<file path="src/rtl/pipe_ctrl_backend_pkg.sv">
// riscv_pkg: shared encodings and control-bundle types for the pipeline
// control backend (E/M/W control registers + hazard unit).
//   RESULT_*  : writeback source select encodings
//   FWD_*     : E-stage operand forward select encodings
//   ctrl_e_t  : full control bundle held in the E register
//   ctrl_m_t  : subset carried into M
//   ctrl_w_t  : subset carried into W
//   fwd_sel() : forward select for one E-stage source register
package riscv_pkg;

  localparam int CTRL_REG_AW = 5;
  localparam int CTRL_ALUC_W = 3;

  localparam logic [1:0] RESULT_ALU = 2'b00;
  localparam logic [1:0] RESULT_MEM = 2'b01;
  localparam logic [1:0] RESULT_PC4 = 2'b10;

  localparam logic [1:0] FWD_RF = 2'b00;
  localparam logic [1:0] FWD_W  = 2'b01;
  localparam logic [1:0] FWD_M  = 2'b10;

  typedef struct packed {
    logic                   RegWrite;
    logic [1:0]             ResultSrc;
    logic                   MemWrite;
    logic                   Branch;
    logic                   Jump;
    logic                   ALUSrc;
    logic [CTRL_ALUC_W-1:0] ALUControl;
    logic [CTRL_REG_AW-1:0] Rs1;
    logic [CTRL_REG_AW-1:0] Rs2;
    logic [CTRL_REG_AW-1:0] Rd;
  } ctrl_e_t;

  typedef struct packed {
    logic                   RegWrite;
    logic [1:0]             ResultSrc;
    logic                   MemWrite;
    logic [CTRL_REG_AW-1:0] Rd;
  } ctrl_m_t;

  typedef struct packed {
    logic                   RegWrite;
    logic [1:0]             ResultSrc;
    logic [CTRL_REG_AW-1:0] Rd;
  } ctrl_w_t;

  // M has priority over W because it holds the younger result; x0 never forwards.
  function automatic logic [1:0] fwd_sel(
    input logic [CTRL_REG_AW-1:0] rs,
    input logic                   regwritem,
    input logic [CTRL_REG_AW-1:0] rdm,
    input logic                   regwritew,
    input logic [CTRL_REG_AW-1:0] rdw
  );
    if (regwritem && (rdm != '0) && (rdm == rs))      return FWD_M;
    else if (regwritew && (rdw != '0) && (rdw == rs)) return FWD_W;
    else                                              return FWD_RF;
  endfunction

endpackage

</file>
<file path="src/rtl/pipe_ctrl_backend_hazard_unit.sv">
// hazard_unit: purely combinational hazard logic.
//   in : rs1d/rs2d (D sources), rs1e/rs2e/rde/resultsrce (E state),
//        regwritem/rdm (M state), regwritew/rdw (W state), pcsrce
//   out: forwardae/forwardbe, lwstall, stallf/stalld, flushd/flushe
module hazard_unit
  import riscv_pkg::*;
(
  input  logic [CTRL_REG_AW-1:0] rs1d,
  input  logic [CTRL_REG_AW-1:0] rs2d,
  input  logic [CTRL_REG_AW-1:0] rs1e,
  input  logic [CTRL_REG_AW-1:0] rs2e,
  input  logic [CTRL_REG_AW-1:0] rde,
  input  logic [1:0]             resultsrce,
  input  logic                   regwritem,
  input  logic [CTRL_REG_AW-1:0] rdm,
  input  logic                   regwritew,
  input  logic [CTRL_REG_AW-1:0] rdw,
  input  logic                   pcsrce,
  output logic [1:0]             forwardae,
  output logic [1:0]             forwardbe,
  output logic                   lwstall,
  output logic                   stallf,
  output logic                   stalld,
  output logic                   flushd,
  output logic                   flushe
);

  assign forwardae = fwd_sel(rs1e, regwritem, rdm, regwritew, rdw);
  assign forwardbe = fwd_sel(rs2e, regwritem, rdm, regwritew, rdw);

  assign lwstall = (resultsrce == RESULT_MEM) && (rde != '0) &&
                   ((rde == rs1d) || (rde == rs2d));

  // A taken branch/jump squashes the dependent instruction anyway, so the
  // flush overrides the load-use stall.
  assign stallf = lwstall & ~pcsrce;
  assign stalld = lwstall & ~pcsrce;
  assign flushd = pcsrce;
  assign flushe = lwstall | pcsrce;

endmodule

</file>
<file path="src/rtl/pipe_ctrl_backend.sv">
// pipe_ctrl_backend: carries D-stage control through the E/M/W control
// registers, resolves branches/jumps in E and drives forward/stall/flush.
//   in : clk, reset (sync, active-high), D-stage control + Rs1D/Rs2D/RdD, ZeroE
//   out: ALUSrcE, ALUControlE, PCSrcE, MemWriteM, RegWriteW, ResultSrcW, RdW,
//        ForwardAE/BE, StallF, StallD, FlushD
module pipe_ctrl_backend
  import riscv_pkg::*;
#(
  parameter int REG_AW = 5,
  parameter int ALUC_W = 3
) (
  input  logic              clk,
  input  logic              reset,
  input  logic              RegWriteD,
  input  logic [1:0]        ResultSrcD,
  input  logic              MemWriteD,
  input  logic              BranchD,
  input  logic              JumpD,
  input  logic              ALUSrcD,
  input  logic [ALUC_W-1:0] ALUControlD,
  input  logic [REG_AW-1:0] Rs1D,
  input  logic [REG_AW-1:0] Rs2D,
  input  logic [REG_AW-1:0] RdD,
  input  logic              ZeroE,
  output logic              ALUSrcE,
  output logic [ALUC_W-1:0] ALUControlE,
  output logic              PCSrcE,
  output logic              MemWriteM,
  output logic              RegWriteW,
  output logic [1:0]        ResultSrcW,
  output logic [REG_AW-1:0] RdW,
  output logic [1:0]        ForwardAE,
  output logic [1:0]        ForwardBE,
  output logic              StallF,
  output logic              StallD,
  output logic              FlushD
);

  ctrl_e_t d_ctrl, e_q;
  ctrl_m_t m_q;
  ctrl_w_t w_q;
  logic    flushe, lwstall;

  assign d_ctrl = '{RegWrite: RegWriteD, ResultSrc: ResultSrcD, MemWrite: MemWriteD,
                    Branch: BranchD, Jump: JumpD, ALUSrc: ALUSrcD,
                    ALUControl: ALUControlD, Rs1: Rs1D, Rs2: Rs2D, Rd: RdD};

  // E never stalls: on a load-use hazard it takes a bubble while IF/ID holds.
  always_ff @(posedge clk) begin
    if (reset || flushe) e_q <= '0;
    else                 e_q <= d_ctrl;
  end

  always_ff @(posedge clk) begin
    if (reset) begin
      m_q <= '0;
      w_q <= '0;
    end else begin
      m_q <= '{RegWrite: e_q.RegWrite, ResultSrc: e_q.ResultSrc,
               MemWrite: e_q.MemWrite, Rd: e_q.Rd};
      w_q <= '{RegWrite: m_q.RegWrite, ResultSrc: m_q.ResultSrc, Rd: m_q.Rd};
    end
  end

  assign PCSrcE      = (ZeroE & e_q.Branch) | e_q.Jump;
  assign ALUSrcE     = e_q.ALUSrc;
  assign ALUControlE = e_q.ALUControl;
  assign MemWriteM   = m_q.MemWrite;
  assign RegWriteW   = w_q.RegWrite;
  assign ResultSrcW  = w_q.ResultSrc;
  assign RdW         = w_q.Rd;

  hazard_unit u_hazard (
    .rs1d      (Rs1D),
    .rs2d      (Rs2D),
    .rs1e      (e_q.Rs1),
    .rs2e      (e_q.Rs2),
    .rde       (e_q.Rd),
    .resultsrce(e_q.ResultSrc),
    .regwritem (m_q.RegWrite),
    .rdm       (m_q.Rd),
    .regwritew (w_q.RegWrite),
    .rdw       (w_q.Rd),
    .pcsrce    (PCSrcE),
    .forwardae (ForwardAE),
    .forwardbe (ForwardBE),
    .lwstall   (lwstall),
    .stallf    (StallF),
    .stalld    (StallD),
    .flushd    (FlushD),
    .flushe    (flushe)
  );

endmodule

</file>
<file path="config.mk">
export PLATFORM = sky130hd
export DESIGN_NAME = pipe_ctrl_backend
export DESIGN_NICKNAME = d
export VERILOG_FILES = /design/src/rtl/pipe_ctrl_backend_pkg.sv /design/src/rtl/pipe_ctrl_backend_hazard_unit.sv /design/src/rtl/pipe_ctrl_backend.sv
export SDC_FILE = /design/constraint.sdc
export NUM_CORES = 1
export LEC_CHECK = 0
export CAP_MARGIN = 20
export CORE_UTILIZATION = 42
export DETAILED_ROUTE_END_ITERATION = 8
export PLACE_DENSITY = 0.74
export SYNTH_ARGS = -nofsm -noshare
export SYNTH_HDL_FRONTEND = slang
export SYNTH_SLANG_ARGS = --single-unit
</file>
<file path="constraint.sdc">
create_clock -name clk -period 2.2 [get_ports clk]
set_input_delay 0.66 -clock clk [delete_from_list [all_inputs] [get_ports clk]]
set_output_delay 0.66 -clock clk [all_outputs]
set_load 0.02 [all_outputs]
</file>
**Word-level counts from Yosys, hierarchy flattened**

Cells that the tools add are included.

- Flip-flop bits (word level): 42
- Bits of input ports: 28
- Output and inout bits: 21
- Word-level logic and storage cells: 46

- Eq/ne operators: 7
- Multiplexer cells: 4
- Bitwise operators: 5
- Reductions and logical operators: 13

Operators with widths:

| cell | number |
|---|---|
| $eq 5x5->1 | 6 |
| $reduce_bool 5->1 | 3 |
| $logic_and 1x1->1 | 8 |
| $mux 2 | 2 |
| $and 1x1->1 | 2 |
| $eq 2x1->1 const B | 1 |
| $logic_or 1x1->1 | 2 |
| $mux 1 | 2 |
| $or 1x1->1 | 2 |
| $not 1->1 | 1 |

**Logic depth before layout (Yosys ltp)**

- Depth in word-level cells: 5
- Gate-level depth with buffers: 5
- Mapped depth without buffers: 4

**Hierarchy**

A second synthesis with hierarchy kept.

- Cells, all modules: 150
- Area total of the unflattened synthesis: 1780.5 µm²

Modules (own cells, without submodules):

| module | instances | cells each | area each (µm²) | sequential area each (µm²) |
|---|---|---|---|---|
| pipe_ctrl_backend | 1 | 95 | 1351.3 | 840.8 |
| hazard_unit | 1 | 55 | 429.2 | 0.0 |

**Worst setup path after synthesis**

No wires, ideal clock.

- Kind: input port to output port
- Start point: in ZeroE
- End point: out PCSrcE
- Arrival time: 1.714 ns
- Required time: 1.540 ns
- Path slack: -0.174 ns
- Stages: 4
- Buffers on the path: 2
- Cell sequence: a21oi_1 clkbuf_1 inv_1 buf_4

- Longest elaborated chain between the ends: 2

RTL lines:

| item | line | text |
|---|---|---|
| from (decl) | pipe_ctrl_backend.sv:24 | `input logic ZeroE,` |
| $and 1x1->1 | pipe_ctrl_backend.sv:65 | `assign PCSrcE = (ZeroE & e_q.Branch) \| e_q.Jump;` |
| $or 1x1->1 | pipe_ctrl_backend.sv:65 |  |
| to (decl) | pipe_ctrl_backend.sv:27 | `output logic PCSrcE,` |

No other way between the ends.

**Worst setup path after layout**

- Start point: reg w_q, in the netlist RdW[0]
- End point: out ForwardAE[0]

- Longest elaborated chain between the ends: 5
- Elaborated cells between the ends (all ways): 6
- Those cells by class: eq/ne: 1; mux: 2; reduce/logical: 3

RTL lines:

| item | line | text |
|---|---|---|
| from (decl) | pipe_ctrl_backend.sv:41 | `ctrl_w_t w_q;` |
| from (signal assigned) | pipe_ctrl_backend.sv:61 | `w_q <= '{RegWrite: m_q.RegWrite, ResultSrc: m_q.ResultSrc, Rd: m_q.Rd};` |
| $reduce_bool 5->1 | pipe_ctrl_backend_pkg.sv:57 | `else if (regwritew && (rdw != '0) && (rdw == rs)) return FWD_W;` |
| $logic_and 1x1->1 | pipe_ctrl_backend_pkg.sv:57 |  |
| $logic_and 1x1->1 (*) | pipe_ctrl_backend_pkg.sv:57 |  |
| $mux 1 (*) | pipe_ctrl_backend_pkg.sv:57 |  |
| $mux 2 (*) | pipe_ctrl_backend_pkg.sv:56 | `if (regwritem && (rdm != '0) && (rdm == rs)) return FWD_M;` |
| to (decl) | pipe_ctrl_backend.sv:32 | `output logic [1:0] ForwardAE,` |

Mark *: on every way between the ends. The rest lies on a longest branch, timed or not.

==> impl_table.tex <==
\begin{tabular}{lr}
\hline
Metric & Value \\
\hline
\multicolumn{2}{l}{\textbf{Run status}} \\
Result of the run & finished, violations left \\
Violated checks & setup timing \\
\multicolumn{2}{l}{\textbf{Synthesis}} \\
Proportion of netlist area held by the largest area contributor & 47.4\% \\
Most common flop cell mapped by yosys & sky130\_fd\_sc\_hd\_\_dfxtp\_1 \\
Synth area leader & sky130\_fd\_sc\_hd\_\_dfxtp\_1 \\
Area contributors post-synth & sky130\_fd\_sc\_hd\_\_dfxtp\_1 47\%, sky130\_fd\_sc\_hd\_\_nand3b\_1 11\%, sky130\_fd\_sc\_hd\_\_xnor2\_1 7.9\% \\
Share of the yosys chip area belonging to registers & roughly 47\% \\
Async S/R FF share, synth & 0\% \\
Synth top cells by count & 42 x sky130\_fd\_sc\_hd\_\_dfxtp\_1, 26 x sky130\_fd\_sc\_hd\_\_a21oi\_1, 25 x sky130\_fd\_sc\_hd\_\_nand3b\_1 \\
Cell with the most instances after synthesis & sky130\_fd\_sc\_hd\_\_dfxtp\_1 \\
Synthesized netlist net count & 205 \\
Number of synthesized flops with an enable pin & 0 \\
Warning count from the yosys run & 0 \\
Syn Std Cell Area & 0.00177 mm\^{}2 \\
Number of storage elements in the synthesis netlist & 42 \\
Syn Inst Count & 177 \\
Count of different cell masters after synthesis & 22 \\
Post-synthesis average cell area & 10.0 um\^{}2 \\
\multicolumn{2}{l}{\textbf{Worst hold path}} \\
Worst Hold End & m\_q[8] \\
Path category of the worst min-delay check & flip-flop to flip-flop \\
Hold Startpoint & e\_q[24] \\
Depth of the worst hold-timing path & 1 \\
\multicolumn{2}{l}{\textbf{Layout}} \\
Share of post-route cells with drive strength above 1 & approximately two fifths \\
ANT cells & 0 \\
Number of nets in the final layout & approximately 280 \\
Final Non-Filler Cells & $\sim$300 \\
Synthesis-to-finish area growth & 55.0\% \\
\multicolumn{2}{l}{\textbf{STA}} \\
Minimum period implied by the final worst setup slack & around 2.5 ns \\
Worst-margin pin slew & around 0.31 ns \\
Unrepaired setup endpoints after global routing & true \\
Final setup vio count & 6 \\
Count of final max-slew check failures & 0 \\
Maximum clock skew at final layout & 0.00303 ns \\
Sum of negative setup slack & -0.855 ns \\
Final count of hold timing violations & 0 \\
Timing-limited maximum frequency & 403 MHz \\
Worst-case setup margin in the final layout & -0.284 ns \\
Relative slew slack & 79.2\% \\
Final hold slack & 0.439 ns \\
Final cycle utilization of the critical path & 113\% \\
\multicolumn{2}{l}{\textbf{Power}} \\
Sum of internal, switching and leakage power & around 1.8 mW \\
Power Density & 638 mW/mm\^{}2 \\
Leakage component of the power & 1.15 nW \\
IR drop worst, VDD & between 400 and 500 uV \\
\multicolumn{2}{l}{\textbf{Setup path}} \\
Max stage delay cell, worst path & sky130\_fd\_sc\_hd\_\_or4\_4 \\
Reg2Reg Depth & 5 \\
Critical path endpoint category & primary output \\
Endpoint of the worst-slack reg-to-reg timing path & e\_q[12] \\
Endpoint arrival time on the critical path & 1.82 ns \\
Slack of the worst reg-to-reg path & about 0.68 ns \\
Worst-path cell chain & or4\_4 > o21ai\_2 > or4\_4 > nor4\_4 > buf\_4 \\
Max stage delay on crit path & about 0.54 ns \\
Buffering stage count on the worst path with inverters included & 1 \\
Critical path class & flip-flop to primary output \\
Cell seen most often among critical-path stages & sky130\_fd\_sc\_hd\_\_or4\_4 \\
Kind of start point of the critical path & flip-flop \\
Required time of the critical path & 1.54 ns \\
Kind of cell adding the most delay to the critical path & simple AND/OR/NAND/NOR gates \\
Launching point of the worst reg2reg path & e\_q[3] \\
Largest fanout on the critical path & 4 \\
\multicolumn{2}{l}{\textbf{Placed design}} \\
Number of input and output port buffers inserted & 48 \\
Worst Setup Slack post-DPL & -0.885 ns \\
DPL Wire Length & 2710 um \\
Weighted congestion at the end of routability-driven global placement & 0.823 \\
Cells after DPL & 289 \\
\multicolumn{2}{l}{\textbf{Routing}} \\
Via density & 4.91 \\
Drt total wl & 3890 um \\
Count of nets left with antenna violations after detail routing & 0 \\
Wire length per cell after detailed routing & 13.0 um \\
Vias & 1468 \\
First-pass detailed-route iteration total & 4 \\
DRC violation count after routing & 0 \\
Violation count after the first detailed-route iteration & 25 \\
\multicolumn{2}{l}{\textbf{GRT}} \\
Congestion Overflow GR & 0 \\
Initial antenna violation count & 0 \\
First-pass GRT wire length & 6330 um \\
Vias in the first global route & 1449 \\
Pin count of the biggest net entering global routing & 31 \\
Global-route usage over all layers & 19.4\% \\
\multicolumn{2}{l}{\textbf{Floorplanning}} \\
Area enclosed by the die boundary & 0.00449 mm\^{}2 \\
Die Span Y & 67.0 um \\
Total I/O pin count & 49 \\
Area of the core & between 0.004 and 0.005 mm\^{}2 \\
Die width & 67.0 um \\
Initial Util & 44.0\% \\
Number of rows created at floorplan & 23 \\
\multicolumn{2}{l}{\textbf{Clock tree}} \\
Clock transition at path regs & 0.07 ns \\
Skew-Pair Late Insertion Delay & 0.29 ns \\
Root buffer cell & sky130\_fd\_sc\_hd\_\_clkbuf\_8 \\
Post-CTS Hold Buffers & 0 \\
Deepest clock path buffer count & 2 \\
CTS HTree Levels & 2 \\
Number of CTS-inserted buffers & 5 \\
TritonCTS clock tree & yes \\
Clock net sink count & 42 \\
\multicolumn{2}{l}{\textbf{Flow run}} \\
Max cap viols & 0 \\
\hline
\end{tabular}
## cell type report
class                   count  area [um^2]
clock buffers               7         76.3
inverters                   1         3.75
flip-flops and latches     42          865
fillers                   313         1280
repair buffers             79          681
clock inverters             1         30.0
well taps                  50         62.6
multi-input cells         119         1030
## cell families (layout without fill, tap and decap cells)
group                  count (synthesis)  count (layout)  share of synthesized area [%]
AND/OR/NAND/NOR                       60              60                           23.6
flip-flops                            42              42                           47.4
XOR/XNOR                              30              30                           14.8
AO/OA/AOI/OAI                         29              29                           8.81
buffers and inverters                 16              88                           5.36
## where the power goes
| group | internal [mW] | switching, mW | total (mW) |
|---|---|---|---|
| combinational | 0.186 | 0.156 | 0.342 |
| clock | 0.339 | 0.247 | 0.587 |
| sequential | 0.798 | 0.0287 | 0.827 |
## flip-flops by register name, indices dropped and copies added (netlist names)
name and cells:
e_q 21, ResultSrcW 2, RdW 5, ALUSrcE 1
RegWriteW 1, ALUControlE 3, MemWriteM 1, m_q 8
## per-layer routing
metal,global-route usage (%),vias up,share of wire (%)
met2,34.3,40,53
met1,20.5,679,40
met4,8.78,0,2.2
li1,-,742,-
met5,0,-,0
met3,6.51,7,5.1
## cells in the final DEF (no fill, tap or decap), types with 3 or more instances in the layout
master,netlist,final
sky130_fd_sc_hd__a21oi_1,26,25
sky130_fd_sc_hd__xnor2_1,16,6
sky130_fd_sc_hd__clkdlybuf4s50_1,0,29
sky130_fd_sc_hd__nand3b_1,25,25
sky130_fd_sc_hd__clkbuf_2,0,4
sky130_fd_sc_hd__dfxtp_4,0,4
sky130_fd_sc_hd__xnor2_2,0,10
sky130_fd_sc_hd__dfxtp_2,0,7
sky130_fd_sc_hd__clkdlybuf4s15_2,0,3
sky130_fd_sc_hd__buf_4,5,32
sky130_fd_sc_hd__nand3_2,0,3
sky130_fd_sc_hd__dfxtp_1,42,31
sky130_fd_sc_hd__buf_2,1,4
sky130_fd_sc_hd__or4_4,0,5
sky130_fd_sc_hd__xor2_1,14,14
sky130_fd_sc_hd__nor2b_1,17,17
sky130_fd_sc_hd__buf_6,2,6
sky130_fd_sc_hd__nor4_4,0,4
sky130_fd_sc_hd__clkbuf_8,0,5
## per-stage QoR
stage	area, um^2	util (%)
after floorplan	1840	-
after global placement	2510	62.2
after detailed placement	2510	62.2
after CTS	2680	66.4
after global routing	2750	68.3
final	2750	68.3
## worst max-delay path by stage
stage | start | endpoint | slack, ns | cells after the start
2_1_floorplan | RdW[3] | ForwardAE[0] | 0.003 | 4
3_3_place_gp | Rs2D[0] | StallF | -0.88 | 6
3_5_place_dp | Rs2D[0] | StallD | -0.88 | 6
4_1_cts | RdW[0] | ForwardAE[0] | -0.29 | 5
5_1_grt | RdW[0] | ForwardAE[0] | -0.38 | 5
6_report | RdW[0] | ForwardAE[0] | -0.28 | 5
## what timing repair did
item	4_1_cts	5_1_grt
endpoints found under the setup margin	8	7
buffers inserted	2	0
cloned	0	0
pin swaps	19	15
resized for setup	84	26
(Power assumes the default switching activity.)
